===== src/rtl/vein_match_pkg.sv =====
// ----------------------------------------------------------------------------
// vein_match_pkg
// Definitions shared by the finger-vein matching path: the score-prep stage,
// the fixed-point divider (DivideNum) and their benches.
//   DIV_N             : width of counters and of the divider operands
//   SCORE_SCALE_SHIFT : fixed-point shift of the score (1 << shift == 1.0)
//   state_t           : state encoding of the score-prep sequencer
// ----------------------------------------------------------------------------
package vein_match_pkg;

  localparam int DIV_N             = 16;
  localparam int SCORE_SCALE_SHIFT = 7;

  typedef enum logic [1:0] {
    ST_IDLE  = 2'd0,  // waiting for the first beat of a frame
    ST_ACCUM = 2'd1,  // frame in progress, counting overlap/union
    ST_ISSUE = 2'd2   // operands presented, waiting for the divider
  } state_t;

endpackage


===== src/rtl/sat_counter.sv =====
// ----------------------------------------------------------------------------
// sat_counter
// W-bit up counter that sticks at all-ones instead of wrapping, with a
// synchronous clear.
// Ports:
//   clk        : clock, rising edge
//   reset      : synchronous active-high reset, clears the count
//   clr        : synchronous clear (wins over inc)
//   inc        : add one this cycle, unless already saturated
//   count_next : value the counter takes on the coming edge; lets the
//                owner capture a total that includes the current increment
// ----------------------------------------------------------------------------
module sat_counter #(
  parameter int W = 16
) (
  input  logic         clk,
  input  logic         reset,
  input  logic         clr,
  input  logic         inc,
  output logic [W-1:0] count_next
);

  localparam logic [W-1:0] CNT_MAX = '1;
  localparam logic [W-1:0] CNT_ONE = W'(1);

  logic [W-1:0] count_reg;

  always_comb begin
    count_next = count_reg;
    if (clr) begin
      count_next = '0;
    end else if (inc && (count_reg != CNT_MAX)) begin
      count_next = count_reg + CNT_ONE;
    end
  end

  always_ff @(posedge clk) begin
    if (reset) begin
      count_reg <= '0;
    end else begin
      count_reg <= count_next;
    end
  end

endmodule


===== src/rtl/match_score_prep.sv =====
// ----------------------------------------------------------------------------
// match_score_prep
// Streaming stage in front of the fixed-point divider. Counts, per frame,
// overlap pixels (template AND probe vein) and union pixels (template OR
// probe vein), then presents
//   dividend = min(overlap << SCALE_SHIFT, 2^N-1)
//   divisor  = union (or 1 when the union is empty, with dividend forced 0)
// and holds div_enable until the divider raises div_done.
// Ports:
//   clk, reset   : clock and synchronous active-high reset
//   pix_valid/pix_ready/pix_last : pixel beat handshake, last beat of frame
//   tmpl_bit, probe_bit          : vein bits for the current pixel
//   div_enable, dividend, divisor: divider request and operands
//   div_done     : divider completion level, only looked at while issuing
//   frame_done   : one-cycle pulse after the divider hand-off completes
//   score_empty  : last frame had an empty union (score defined as 0)
// ----------------------------------------------------------------------------
module match_score_prep
  import vein_match_pkg::*;
#(
  parameter int N           = DIV_N,
  parameter int SCALE_SHIFT = SCORE_SCALE_SHIFT
) (
  input  logic         clk,
  input  logic         reset,
  input  logic         pix_valid,
  output logic         pix_ready,
  input  logic         pix_last,
  input  logic         tmpl_bit,
  input  logic         probe_bit,
  output logic         div_enable,
  output logic [N-1:0] dividend,
  output logic [N-1:0] divisor,
  input  logic         div_done,
  output logic         frame_done,
  output logic         score_empty
);

  localparam logic [N-1:0] CNT_MAX = '1;
  localparam logic [N-1:0] CNT_ONE = N'(1);

  state_t       state_reg;
  logic         pix_ready_reg;
  logic         div_enable_reg;
  logic [N-1:0] dividend_reg;
  logic [N-1:0] divisor_reg;
  logic         frame_done_reg;
  logic         score_empty_reg;

  logic         accept;
  logic         handoff;
  logic         ovl_inc;
  logic         uni_inc;
  logic [N-1:0] ovl_next;
  logic [N-1:0] uni_next;
  logic [N-1:0] scaled_sat;
  logic [N-1:0] dividend_next;
  logic [N-1:0] divisor_next;
  logic         empty_next;

  // pix_ready is registered and is only high outside ISSUE, so a beat can
  // never be accepted while the divider is busy.
  assign accept  = pix_valid & pix_ready_reg;
  assign handoff = (state_reg == ST_ISSUE) & div_done;
  assign ovl_inc = accept & tmpl_bit & probe_bit;
  assign uni_inc = accept & (tmpl_bit | probe_bit);

  // Counters are cleared when the divider hand-off finishes, so the next
  // frame always starts from zero.
  sat_counter #(.W(N)) u_ovl_cnt (
    .clk        (clk),
    .reset      (reset),
    .clr        (handoff),
    .inc        (ovl_inc),
    .count_next (ovl_next)
  );

  sat_counter #(.W(N)) u_uni_cnt (
    .clk        (clk),
    .reset      (reset),
    .clr        (handoff),
    .inc        (uni_inc),
    .count_next (uni_next)
  );

  // Scale the overlap count at full width first, then clip to N bits, so a
  // large overlap saturates the score instead of dropping high bits.
  generate
    if (SCALE_SHIFT > 0) begin : g_scale
      logic [N+SCALE_SHIFT-1:0] ovl_wide;
      assign ovl_wide   = {{SCALE_SHIFT{1'b0}}, ovl_next} << SCALE_SHIFT;
      assign scaled_sat = (|ovl_wide[N+SCALE_SHIFT-1:N]) ? CNT_MAX : ovl_wide[N-1:0];
    end else begin : g_noscale
      assign scaled_sat = ovl_next;
    end
  endgenerate

  // Operands from the final counts (including the pix_last beat). An empty
  // union would be a divide-by-zero; present 0/1 and flag it instead.
  always_comb begin
    empty_next    = (uni_next == '0);
    dividend_next = scaled_sat;
    divisor_next  = uni_next;
    if (empty_next) begin
      dividend_next = '0;
      divisor_next  = CNT_ONE;
    end
  end

  always_ff @(posedge clk) begin
    if (reset) begin
      state_reg       <= ST_IDLE;
      pix_ready_reg   <= 1'b0;
      div_enable_reg  <= 1'b0;
      dividend_reg    <= '0;
      divisor_reg     <= '0;
      frame_done_reg  <= 1'b0;
      score_empty_reg <= 1'b0;
    end else begin
      frame_done_reg <= 1'b0;
      case (state_reg)
        ST_IDLE, ST_ACCUM: begin
          pix_ready_reg <= 1'b1;
          if (accept) begin
            if (pix_last) begin
              state_reg       <= ST_ISSUE;
              pix_ready_reg   <= 1'b0;
              div_enable_reg  <= 1'b1;
              dividend_reg    <= dividend_next;
              divisor_reg     <= divisor_next;
              score_empty_reg <= empty_next;
            end else begin
              state_reg <= ST_ACCUM;
            end
          end
        end
        ST_ISSUE: begin
          if (div_done) begin
            state_reg      <= ST_IDLE;
            pix_ready_reg  <= 1'b1;
            div_enable_reg <= 1'b0;
            frame_done_reg <= 1'b1;
          end
        end
        default: begin
          state_reg      <= ST_IDLE;
          pix_ready_reg  <= 1'b0;
          div_enable_reg <= 1'b0;
        end
      endcase
    end
  end

  assign pix_ready   = pix_ready_reg;
  assign div_enable  = div_enable_reg;
  assign dividend    = dividend_reg;
  assign divisor     = divisor_reg;
  assign frame_done  = frame_done_reg;
  assign score_empty = score_empty_reg;

endmodule

===== config.mk =====
export PLATFORM = sky130hd
export DESIGN_NAME = match_score_prep
export DESIGN_NICKNAME = d
export VERILOG_FILES = /design/src/rtl/vein_match_pkg.sv /design/src/rtl/sat_counter.sv /design/src/rtl/match_score_prep.sv
export SDC_FILE = /design/constraint.sdc
export NUM_CORES = 1
export LEC_CHECK = 0
export CELL_PAD_IN_SITES_DETAIL_PLACEMENT = 2
export CELL_PAD_IN_SITES_GLOBAL_PLACEMENT = 2
export CORE_MARGIN = 5
export CORE_UTILIZATION = 33
export DETAILED_ROUTE_END_ITERATION = 8
export PLACE_DENSITY = 0.9
export REMOVE_ABC_BUFFERS = 1
export SLEW_MARGIN = 25
export SYNTH_ARGS = -nofsm -noshare
export SYNTH_HDL_FRONTEND = slang
export SYNTH_SLANG_ARGS = --single-unit

===== constraint.sdc =====
create_clock -name clk -period 3.11 [get_ports clk]
set_clock_uncertainty 0.05 [all_clocks]
set_input_delay 0.4665 -clock clk [delete_from_list [all_inputs] [get_ports clk]]
set_output_delay 0.4665 -clock clk [all_outputs]
set_load 0.01 [all_outputs]

## Word level (Yosys, flattened, before mapping)

Cells that the tools add are included.

| word-level totals | value |
|---|---|
| bits in registers | 70 |
| bits of input ports | 7 |

| operators by class | value |
|---|---|
| $add $sub $neg | 2 |
| equal/unequal tests | 7 |
| muxes and demuxes | 20 |
| bitwise logic cells | 7 |
| reductions and logical operators | 10 |

Operators by type and width:

| cell | number |
|---|---|
| 16-bit 2-to-1 mux | 7 |
| 16-bit by 1-bit adder with 16-bit output, second input constant | 2 |
| 16-bit inequality test, second input constant | 2 |
| 16-bit zero test | 1 |
| 1-bit 2-to-1 mux | 7 |
| 7-bit OR reduction | 1 |
| 2-bit 2-to-1 mux | 3 |
| 2-bit inequality test, second input constant | 3 |
| 3-bit AND reduction | 2 |
| 1-bit bitwise AND | 5 |
| 1-bit case mux with 2 select lines | 2 |
| 2-bit case mux with 2 select lines | 1 |
| 2-bit OR reduction | 2 |
| 2-bit by 1-bit == test with 1-bit output, second input constant | 1 |
| 2-bit == test, second input constant | 1 |
| 1-bit logical AND | 2 |
| 2-bit zero test | 1 |
| 2-bit AND reduction | 1 |
| 1-bit inverter | 1 |
| 1-bit bitwise OR | 1 |

## Logic depth before layout (Yosys ltp)

Gate-level depths: netlist of run 1.

| depth | value |
|---|---|
| word-level depth | 9 |
| gate-level depth with buffers | 9 |
| gate-level depth less buffers | 8 |

## Hierarchy

A second synthesis of run 1 with hierarchy kept.

| second synthesis, totals | value |
|---|---|
| cells, all modules | 404 |
| area, all modules | 3443.3 sq um |

Modules (own cells, without submodules):

| module | instances | cells an instance | area each (sq um) | seq. area each (sq um) |
|---|---|---|---|---|
| sat_counter | 2 | 131 | 1054.8 | 320.3 |
| match_score_prep | 1 | 142 | 1333.8 | 640.6 |

## Worst setup path after synthesis of run 1

No wires, ideal clock.

| timing | value |
|---|---|
| path type | register to register |
| from | register u_uni_cnt.count_reg[0] |
| to | register dividend_reg[9], in the netlist dividend[9] |
| library setup time | 0.129 ns |
| arrival time | 2.358 ns |
| slack | 0.573 ns |
| cell stages (with the launch flop) | 10 |
| clock period less this slack | 2.537 ns |
| cells stage by stage | dfxtp_1 ha_1 nand4_1 nor4_1 mux2_2 nor4_1 o2111ai_2 buf_4 a21oi_1 a221oi_2 |

| on the way | value |
|---|---|
| cells in the longest elaborated chain, start to end | 6 |
| elaborated cells between the ends (all ways) | 7 |
| classes of those cells | add/sub: 1; eq/ne: 1; mux: 3; reduce/logical: 2 |

RTL lines:

| element | RTL line | source |
|---|---|---|
| start: declaration | sat_counter.sv:26 | `logic [W-1:0] count_reg;` |
| start signal: assignment | sat_counter.sv:41 | `count_reg <= count_next;` |
| parallel branches: the longest is 2 deep, another holds 16-bit by 1-bit adder with 16-bit output | n/a |  |
| 16-bit 2-to-1 mux * | sat_counter.sv:32 | `end else if (inc && (count_reg != CNT_MAX)) begin` |
| 16-bit 2-to-1 mux * | sat_counter.sv:30 | `if (clr) begin` |
| 16-bit zero test * | match_score_prep.sv:101 | `empty_next = (uni_next == '0);` |
| 16-bit 2-to-1 mux * | match_score_prep.sv:104 | `if (empty_next) begin` |
| end signal: assignment | match_score_prep.sv:129 | `dividend_reg <= dividend_next;` |
| end: declaration | match_score_prep.sv:45 | `logic [N-1:0] dividend_reg;` |

Mark *: on every way between the ends.
A chain may end at the register's enable or synchronous reset.

## Final worst setup path of run 1

| timing | value |
|---|---|
| from | register u_uni_cnt.count_reg[0] |
| to | register dividend_reg[7], in the netlist dividend[7] |

The elaborated chain is that of the path after synthesis.

==> reports/metrics.cfg, run 1 <==
[logic_synthesis]
yosys-top-cells-area=dfxtp_1, nor2_1, a21oi_1
synthMostInstantiatedCell=nor2_1
syn_inst=404
synth_top_area_share_pct=38.2
ys_ff_latch=64
synth_edf_count=0
synth.avg_cell_area_sq_um=8.30
synthDistinctLibCells=71
yosysSeqAreaShare_pct=38.2
yosys.area.top_type=dfxtp_1
synth_flop_cell=dfxtp_1
synth_commonest_cells=nor2_1, dfxtp_1, a21oi_1
ys_async_sr_fraction_pct=0
syn_area_sq_um=3350
yosysWarnings=0

[detailed_routing]
drc=0
wire_per_inst_microns=19.9
first_pass_iters=4
drtIter0Drc=112
ant_nets=0
via_count=3351
vias_per_cell=5.70
wl_microns=11700

[setup_path]
required_ns=3.28
crit_type=flop to flop
path_cells=ha_1, nand4_1, or4_4, nand2_4, mux2i_2, a41o_1, and3_4, a221oi_1
worstPathArrival_ns=3.15
startpoint_type=flop
cpPeakStageDelay_ns=0.62
critPathCaptureType=flop
cpMaxStageDelayCell=or4_4
critPathMaxFanout=11

[clock_network]
htreeDepth=3
ctsHoldBuffers=0
clock_path_buffers=2
tritoncts=yes
cts_made_buffers=9
clk_pin_slew_ns=0.08
cts-root-buf=clkbuf_8
post_cts_buffers=0
cts_resized=0
cts_sinks=64
clk_latency_ns=0.35

[floorplanning]
ios=43
die_w_microns=111
die_area_sq_um=12300
core_sq_um=9860
fp.dieH_microns=111
core.rowCount=36
start_util_pct=34.0

[worst_hold_path]
hold_path_class=flop to flop

[flow_run]
maxCapViolations=0

[timing]
rsz0062_at_grt=no
setup_ws_ns=0.128
finalHoldViolations=0
worst_slew_pin_slew_ns=0.662
maxSlewViolCount=0
layout_min_cycle_time_ns=2.98
fin_tns_setup_ns=0
fmax_ghz=0.335
timing.slew.headroom_pct=55.3
period_share_pct=95.9
finalSetupViolations=0

[power_and_ir_drop]
p_int_uw=1340
p_leak_uw=0.00147
ir_drop_v=0.000218
seqPwrFrac_pct=47.4
p_sw_share_pct=24.0
p_comb_share_pct=6.5
switching_power_uw=422
pwr-share-clk_pct=46.1
power_density_nw_per_um2=420

[grt]
globalRouteTotalUtil_pct=19.2
grt_pass1_wl_microns=19500
grt_overflow=0
antenna_found_initial=0
grt_max_degree=37
grt_pass1_vias=3697

[cells_and_area]
diodes=0
nNetsFinal=459
drive_gt1_share_pct=13.6
n_fill_cell=1112
multi_input_area_sq_um=1930
final_util_pct=42.5
area_growth_pct=25.1
regArea_sq_um=1280

[place]
dpl_worst_slack_ns=-0.230
gp_congestion=0.849
port_buffers=42
dpl.hpwl_microns=8170

[status]
status=completed

==> per-layer routing <==
metal	GRT usage, %	part of all wire [%]	vias to the layer above
met2	35.9	54	60
met4	6.65	2.2	0
met5	0	0	-
met1	21.3	41	1682
li1	-	-	1590
met3	3.88	2.8	19
==> cells by family after synthesis <==
kind of cell | synth area share, %
XOR/XNOR | 2.61
AO/OA/AOI/OAI | 22.5
flip-flops | 38.2
buffers and inverters | 4.77
AND/OR/NAND/NOR | 29.0
multiplexers | 2.13
adder cells (fa/ha/maj) | 0.746
==> worst paths after layout <==
check / end / slack, ns / depth (start not counted) / startpoint
max reg2reg: dividend[7] / 0.13 / 8 / u_uni_cnt.count_reg[0]
min reg2reg: div_enable / 0.43 / 2 / div_enable
max: dividend[7] / 0.13 / 8 / u_uni_cnt.count_reg[0]
min: div_enable / 0.43 / 2 / div_enable
==> cell type report <==
| cell class | count | area share [%] |
|---|---|---|
| Inverter | 5 | 0.447 |
| Clock inverter | 5 | 1.91 |
| Multi-Input combinational cell | 307 | 46.0 |
| Timing Repair Buffer | 63 | 13.8 |
| Tap cell | 133 | 3.97 |
| Sequential cell | 64 | 30.5 |
| Clock buffer | 11 | 3.37 |
==> worst max-delay path: cells and delay by family, from the launching register on <==
| kind | cells | cell delay, ns |
|---|---|---|
| AND/OR/NAND/NOR | 4 | 1.36 |
| multiplexers | 1 | 0.32 |
| AO/OA/AOI/OAI | 2 | 0.40 |
| adder cells (fa/ha/maj) | 1 | 0.26 |
| flip-flops | 1 | 0.46 |
==> power by group through the flow <==
stage / Sequential [uW] / Clock, uW / Combinational, uW
5_1_grt: 836 / 859 / 124
2_1_floorplan: 853 / 0 / 52.7
4_1_cts: 835 / 833 / 114
3_5_place_dp: 854 / 0 / 111
6_report: 835 / 812 / 114
3_3_place_gp: 853 / 0 / 106
==> through the flow <==
step | hold WS (ns) | area (sq um) | power [uW] | std cells
2_1_floorplan | 0.424 | 3210 | 906 | 376
3_3_place_gp | 0.397 | 3960 | 959 | 572
3_5_place_dp | 0.416 | 3960 | 965 | 572
4_1_cts | 0.426 | 4180 | 1780 | 588
5_1_grt | 0.456 | 4200 | 1820 | 588
6_report | 0.427 | 4200 | 1760 | 588
==> layout by cell type (no fill, tap or decap), types with 4 or more instances in the layout <==
cell type,instances
nor2_1,67
dfxtp_1,64
a21oi_1,46
clkdlybuf4s50_1,42
nand2_1,23
buf_4,21
nand3_1,16
and3_1,11
nor4_1,10
clkbuf_8,10
nand4_1,9
nor3_1,8
o21ai_0,8
xnor2_1,6
and2_1,6
a221oi_2,6
mux2i_1,5
or3_1,5
a31oi_1,5
and4_1,4
inv_1,4
xor2_1,4
o31a_1,4
Power figures use the tool's default switching activity.
==> run 2, diff against run 1 <==
--- a/config.mk
+++ b/config.mk
@@ -7,9 +7,10 @@
 export LEC_CHECK = 0
 export CELL_PAD_IN_SITES_DETAIL_PLACEMENT = 2
 export CELL_PAD_IN_SITES_GLOBAL_PLACEMENT = 2
-export CORE_MARGIN = 5
+export CORE_MARGIN = 2
 export CORE_UTILIZATION = 33
 export DETAILED_ROUTE_END_ITERATION = 8
+export MAX_ROUTING_LAYER = met4
 export PLACE_DENSITY = 0.9
 export REMOVE_ABC_BUFFERS = 1
 export SLEW_MARGIN = 25
==> constraint.sdc (replaced) <==
create_clock -name clk -period 3.11 [get_ports clk]
set_clock_uncertainty 0.05 [all_clocks]
set_input_delay 0.4665 -clock clk [delete_from_list [all_inputs] [get_ports clk]]
set_output_delay 0.4665 -clock clk [all_outputs]
set_load 0.05 [all_outputs]
==> run 2 against run 1 <==
  * Worst hold slack lost 0.010 ns
  * Flip-flop and latch count is the same
  * Critical endpoint unchanged
  * Global-route usage grew 3.2 points
  * Register-to-register slack gained 0.07 ns
  * Highest routed layer unchanged
  * Count of clock-buffer cells in the layout shrank 1
  * Die area shrank 11%
  * Sequential share of layout area grew 0.26 points
  * Cell count is the same
  * Wire length shrank 1.6%
  * Largest power group unchanged
  * Via count grew 1.3%
==> reports/metrics.cfg, run 2 (same netlist as run 1, synthesis figures left out) <==
[place]
port_buffers=42
dpl.hpwl_microns=8050
dpl_worst_slack_ns=-0.202
gp_congestion=0.779

[grt]
grt_overflow=0
antenna_found_initial=0
grt_pass1_wl_microns=19000
grt_max_degree=37
globalRouteTotalUtil_pct=22.3
grt_pass1_vias=3712

[cells_and_area]
n_fill_cell=1135
final_util_pct=42.4
drive_gt1_share_pct=13.6
layout_commonest_cell=nor2_1
nNetsFinal=459
layout_common_cells=nor2_1, dfxtp_1, a21oi_1, clkdlybuf4s50_1, nand2_1
diodes=0
area_growth_pct=24.0

[timing]
finalSetupViolations=0
period_share_pct=93.8
setup_ws_ns=0.194
layout_min_cycle_time_ns=2.92
maxSlewViolCount=0
rsz0062_at_grt=no
fmax_ghz=0.343
finalHoldViolations=0
timing.slew.headroom_pct=53.8
worst_slew_pin_slew_ns=0.691

[setup_path]
crit_path_end=dividend[7]
required_ns=3.29
r2r_slack_ns=0.19
startpoint_type=flop
setup.worst_path.start=u_uni_cnt.count_reg[0]
r2r_end=dividend[7]
worstPathArrival_ns=3.10
critPathMaxFanout=11
crit_type=flop to flop
r2r_cells=8
r2r_start=u_uni_cnt.count_reg[0]
critPathCaptureType=flop

[clock_network]
clk_latency_ns=0.36
cts_made_buffers=9
cts-root-buf=clkbuf_8
cts_sinks=64
post_cts_buffers=0
htreeDepth=3
tritoncts=yes
clk_pin_slew_ns=0.07
clock_path_buffers=2

[detailed_routing]
drtIter0Drc=78
drc=0
first_pass_iters=6
vias_per_cell=5.77
via_count=3395
ant_nets=0
wl_microns=11500
wire_per_inst_microns=19.6

[power_and_ir_drop]
seqPwrFrac_pct=50.1
p_sw_share_pct=26.2
p_leak_uw=0.00146
switching_power_uw=436
p_comb_share_pct=7.3
power_density_nw_per_um2=401
pwr-share-clk_pct=42.6
p_int_uw=1230
ir_drop_v=0.000189

[floorplanning]
fp.dieH_microns=105
core_sq_um=9820
core.rowCount=36
start_util_pct=34.2
ios=43
die_w_microns=105
die_area_sq_um=11000

[worst_hold_path]
hold_path_class=flop to flop

[status]
status=completed

[flow_run]
maxCapViolations=0

==> run 2: metrics by stage <==
step	std cells	area, sq um	TNS, ns	power [uW]	hold slack (ns)
5_1_grt	588	4160	0	1740	0.451
6_report	588	4160	0	1670	0.417
3_3_place_gp	572	3960	-0.219	970	0.399
2_1_floorplan	376	3210	-0.107	917	0.427
4_1_cts	588	4150	0	1690	0.422
3_5_place_dp	572	3960	-2.12	976	0.412
==> run 2: power groups by stage <==
stage	Combinational [uW]	Clock [uW]	Sequential [uW]
2_1_floorplan	52.7	0	864
3_3_place_gp	117	0	853
3_5_place_dp	122	0	854
4_1_cts	124	727	835
5_1_grt	133	773	836
6_report	122	710	835
==> run 2: critical path, stage by stage, from the launching register on <==
cell and delay, ns:
dfxtp_1 0.46, ha_1 0.27, nand4_1 0.20, or4_4 0.57, nand2_4 0.11, mux2i_1 0.37, a41o_1 0.30, and3_4 0.33
a221oi_1 0.12
==> run 2: timing repair <==
action / CTS / global route
resized for setup: 0 / 3
hold buffers: 0 / 0
setup endpoints to repair: 0 / 11
==> run 2: area by class of cell <==
class | count | area (sq um) | area share, %
inverter | 5 | 18.8 | 0.451
multi-input combinational | 307 | 1930 | 46.3
sequential | 64 | 1280 | 30.8
timing repair buffer | 63 | 578 | 13.9
tap | 133 | 166 | 4.00
clock inverter | 6 | 60.1 | 1.44
clock buffer | 10 | 128 | 3.07
==> run 2: worst min path at each step <==
stage / end / cells after the start / slack (ns) / from
after CTS: div_enable / 2 / 0.42 / div_enable
after global routing: divisor[14] / 2 / 0.45 / divisor[14]
after detailed placement: div_enable / 2 / 0.41 / div_enable
after floorplan: state_reg[1] / 2 / 0.43 / state_reg[1]
final: div_enable / 2 / 0.42 / div_enable
after global placement: div_enable / 2 / 0.40 / div_enable
==> run 2: per-layer routing <==
metal	track usage [%]	routed length, microns	vias up	part of all wire [%]
li1	-	-	1591	-
met3	4.43	323	27	2.8
met5	-	0	-	0
met1	24.2	4710	1712	41
met4	8.86	276	0	2.4
met2	40.0	6190	65	54
==> run 3, diff against run 2 <==
--- a/config.mk
+++ b/config.mk
@@ -7,7 +7,7 @@
 export LEC_CHECK = 0
 export CELL_PAD_IN_SITES_DETAIL_PLACEMENT = 2
 export CELL_PAD_IN_SITES_GLOBAL_PLACEMENT = 2
-export CORE_MARGIN = 2
+export CORE_MARGIN = 4
 export CORE_UTILIZATION = 33
 export DETAILED_ROUTE_END_ITERATION = 8
 export MAX_ROUTING_LAYER = met4
==> constraint.sdc (replaced) <==
create_clock -name clk -period 2.99 [get_ports clk]
set_clock_uncertainty 0.05 [all_clocks]
set_input_delay 0.4485 -clock clk [delete_from_list [all_inputs] [get_ports clk]]
set_output_delay 0.4485 -clock clk [all_outputs]
set_load 0.05 [all_outputs]
==> run 3 against run 2 <==
  * Power increased by 8.0%
  * Die area is 7.8% higher
  * Count of clock-buffer cells in the layout did not move
  * Setup slack got worse by 0.090 ns
  * Combinational power increased by 9%
  * Register-to-register slack worse by 0.09 ns
  * Cell area is 3.1% higher
  * Sequential share of layout area shrank 0.93 points
  * Non-clock buffer count up 15
  * Wire length is 8.9% higher
  * Core utilization up 1.3 points
  * First-iteration DRC count rose by 53%
  * Largest cell class unchanged
==> reports/metrics.cfg, run 3 (same netlist as run 1, synthesis figures left out) <==
[status]
status=completed

[setup_path]
r2r_slack_ns=0.10
r2r_cells=12
critPathCaptureType=flop
required_ns=3.19
crit_top_cell=buf_4
r2r_start=u_uni_cnt.count_reg[0]
crit_path_end=dividend[15]
setup.worst_path.start=u_uni_cnt.count_reg[0]
cpMaxStageDelayCell=o21ai_0
crit_type=flop to flop
worstPathArrival_ns=3.08
startpoint_type=flop
r2r_end=dividend[15]
path_cells=ha_1, nand4_1, buf_4, nor4_4, buf_4, buf_4, o31a_1, o21ai_0, o2111ai_2, buf_4, a21oi_1, a221oi_2
cpPeakStageDelay_ns=0.46
critPathMaxFanout=11

[cells_and_area]
nNetsFinal=474
drive_gt1_share_pct=16.4
layout_commonest_cell=nor2_1
layout_common_cells=nor2_1, dfxtp_1, a21oi_1, clkdlybuf4s50_1, buf_4
final_util_pct=43.7
final_area_sq_um=4290
diodes=0
fin_cells=603
area_growth_pct=27.9

[timing]
period_share_pct=96.5
finalHoldViolations=0
maxSlewViolCount=0
timing.slew.headroom_pct=55.0
fmax_ghz=0.346
worst_slew_pin_slew_ns=0.674
finalSetupViolations=0
layout_min_cycle_time_ns=2.89
fin_tns_setup_ns=0

[floorplanning]
start_util_pct=34.2
ios=43
die_area_sq_um=11800
fp.dieH_microns=109
die_w_microns=109
core.rowCount=36
core_sq_um=9820

[grt]
antenna_found_initial=0
globalRouteTotalUtil_pct=22.5
grt_pass1_wl_microns=20200
grt_max_degree=37
grt_overflow=0
grt_pass1_vias=3787

[place]
dp.cells=584
gp_congestion=0.822
placed_cell_area_sq_um=4050
dpl.hpwl_microns=8650
port_buffers=42

[detailed_routing]
ant_nets=0
drtIter0Drc=119
vias_per_cell=5.67
via_count=3421
wire_per_inst_microns=20.8
first_pass_iters=4
wl_microns=12500
drc=0

[power_and_ir_drop]
p_leak_uw=0.00154
seqPwrFrac_pct=48.2
power.total_uw=1800
ir_drop_v=0.000290
pwr-share-clk_pct=44.4
p_comb_share_pct=7.4
p_int_uw=1310
switching_power_uw=488
p_sw_share_pct=27.1
power_density_nw_per_um2=420

[clock_network]
clk_latency_ns=0.36
tritoncts=yes
clk_pin_slew_ns=0.08
cts-root-buf=clkbuf_8
cts_sinks=64
htreeDepth=3
ctsHoldBuffers=0
clock_path_buffers=2
cts_made_buffers=9

[worst_hold_path]
hold_path_class=flop to flop
worstHoldStart=divisor[14]

[flow_run]
maxCapViolations=0

run 3: cell types whose count changed in the layout (fill, tap and decap cells not counted):
cell	previous run	this run
clkinv_2	3	1
inv_6	0	1
and3_2	1	0
buf_4	21	36
and3_1	10	11
clkbuf_8	9	10
clkbuf_1	1	0
clkinv_4	0	1
run 3: worst min path at each step:
| stage | endpoint | slack [ns] | depth (start not counted) |
|---|---|---|---|
| 3_3_place_gp | div_enable | 0.40 | 2 |
| 6_report | divisor[14] | 0.42 | 2 |
| 4_1_cts | div_enable | 0.43 | 2 |
| 2_1_floorplan | state_reg[1] | 0.43 | 2 |
| 3_5_place_dp | div_enable | 0.41 | 2 |
| 5_1_grt | divisor[14] | 0.44 | 2 |
run 3: cell type report:
cell class	instances	area, sq um
Fill cell	1144	5530
Multi-Input combinational cell	307	1930
Sequential cell	64	1280
Timing Repair Buffer	78	691
Tap cell	133	166
Clock buffer	10	138
Clock inverter	6	67.6
Inverter	5	18.8
run 3: power by group through the flow:
stage	combinational [uW]	clock [uW]	sequential, uW
floorplan	54.9	0	899
global placement	126	0	887
detailed placement	131	0	888
CTS	134	813	869
global route	144	864	870
finish	133	800	869
run 3: per-stage QoR:
stage,setup WS [ns],hold WS [ns]
floorplan,-0.227,0.427
global placement,-0.0684,0.396
detailed placement,-0.184,0.411
CTS,0.104,0.426
global route,-0.0426,0.439
finish,0.104,0.419
run 3: timing repair:
item | in CTS | in global routing
buffers inserted | 0 | 3
resized for setup | 0 | 2
setup endpoints to repair | 0 | 12
run 3: critical path: cells and delay by family (launching register included):
family                   cells  cell delay [ns]
AO/OA/AOI/OAI                5             1.18
adder cells (fa/ha/maj)      1             0.27
flip-flops                   1             0.37
AND/OR/NAND/NOR              2             0.19
buffers and inverters        4             0.70
run 3: routing by layer:
metal,track usage [%],up-vias,part of all wire (%)
met5,-,-,0
met3,3.49,17,2.5
met1,24.6,1730,41
met2,42.1,64,54
li1,-,1610,-
met4,5.95,0,1.7
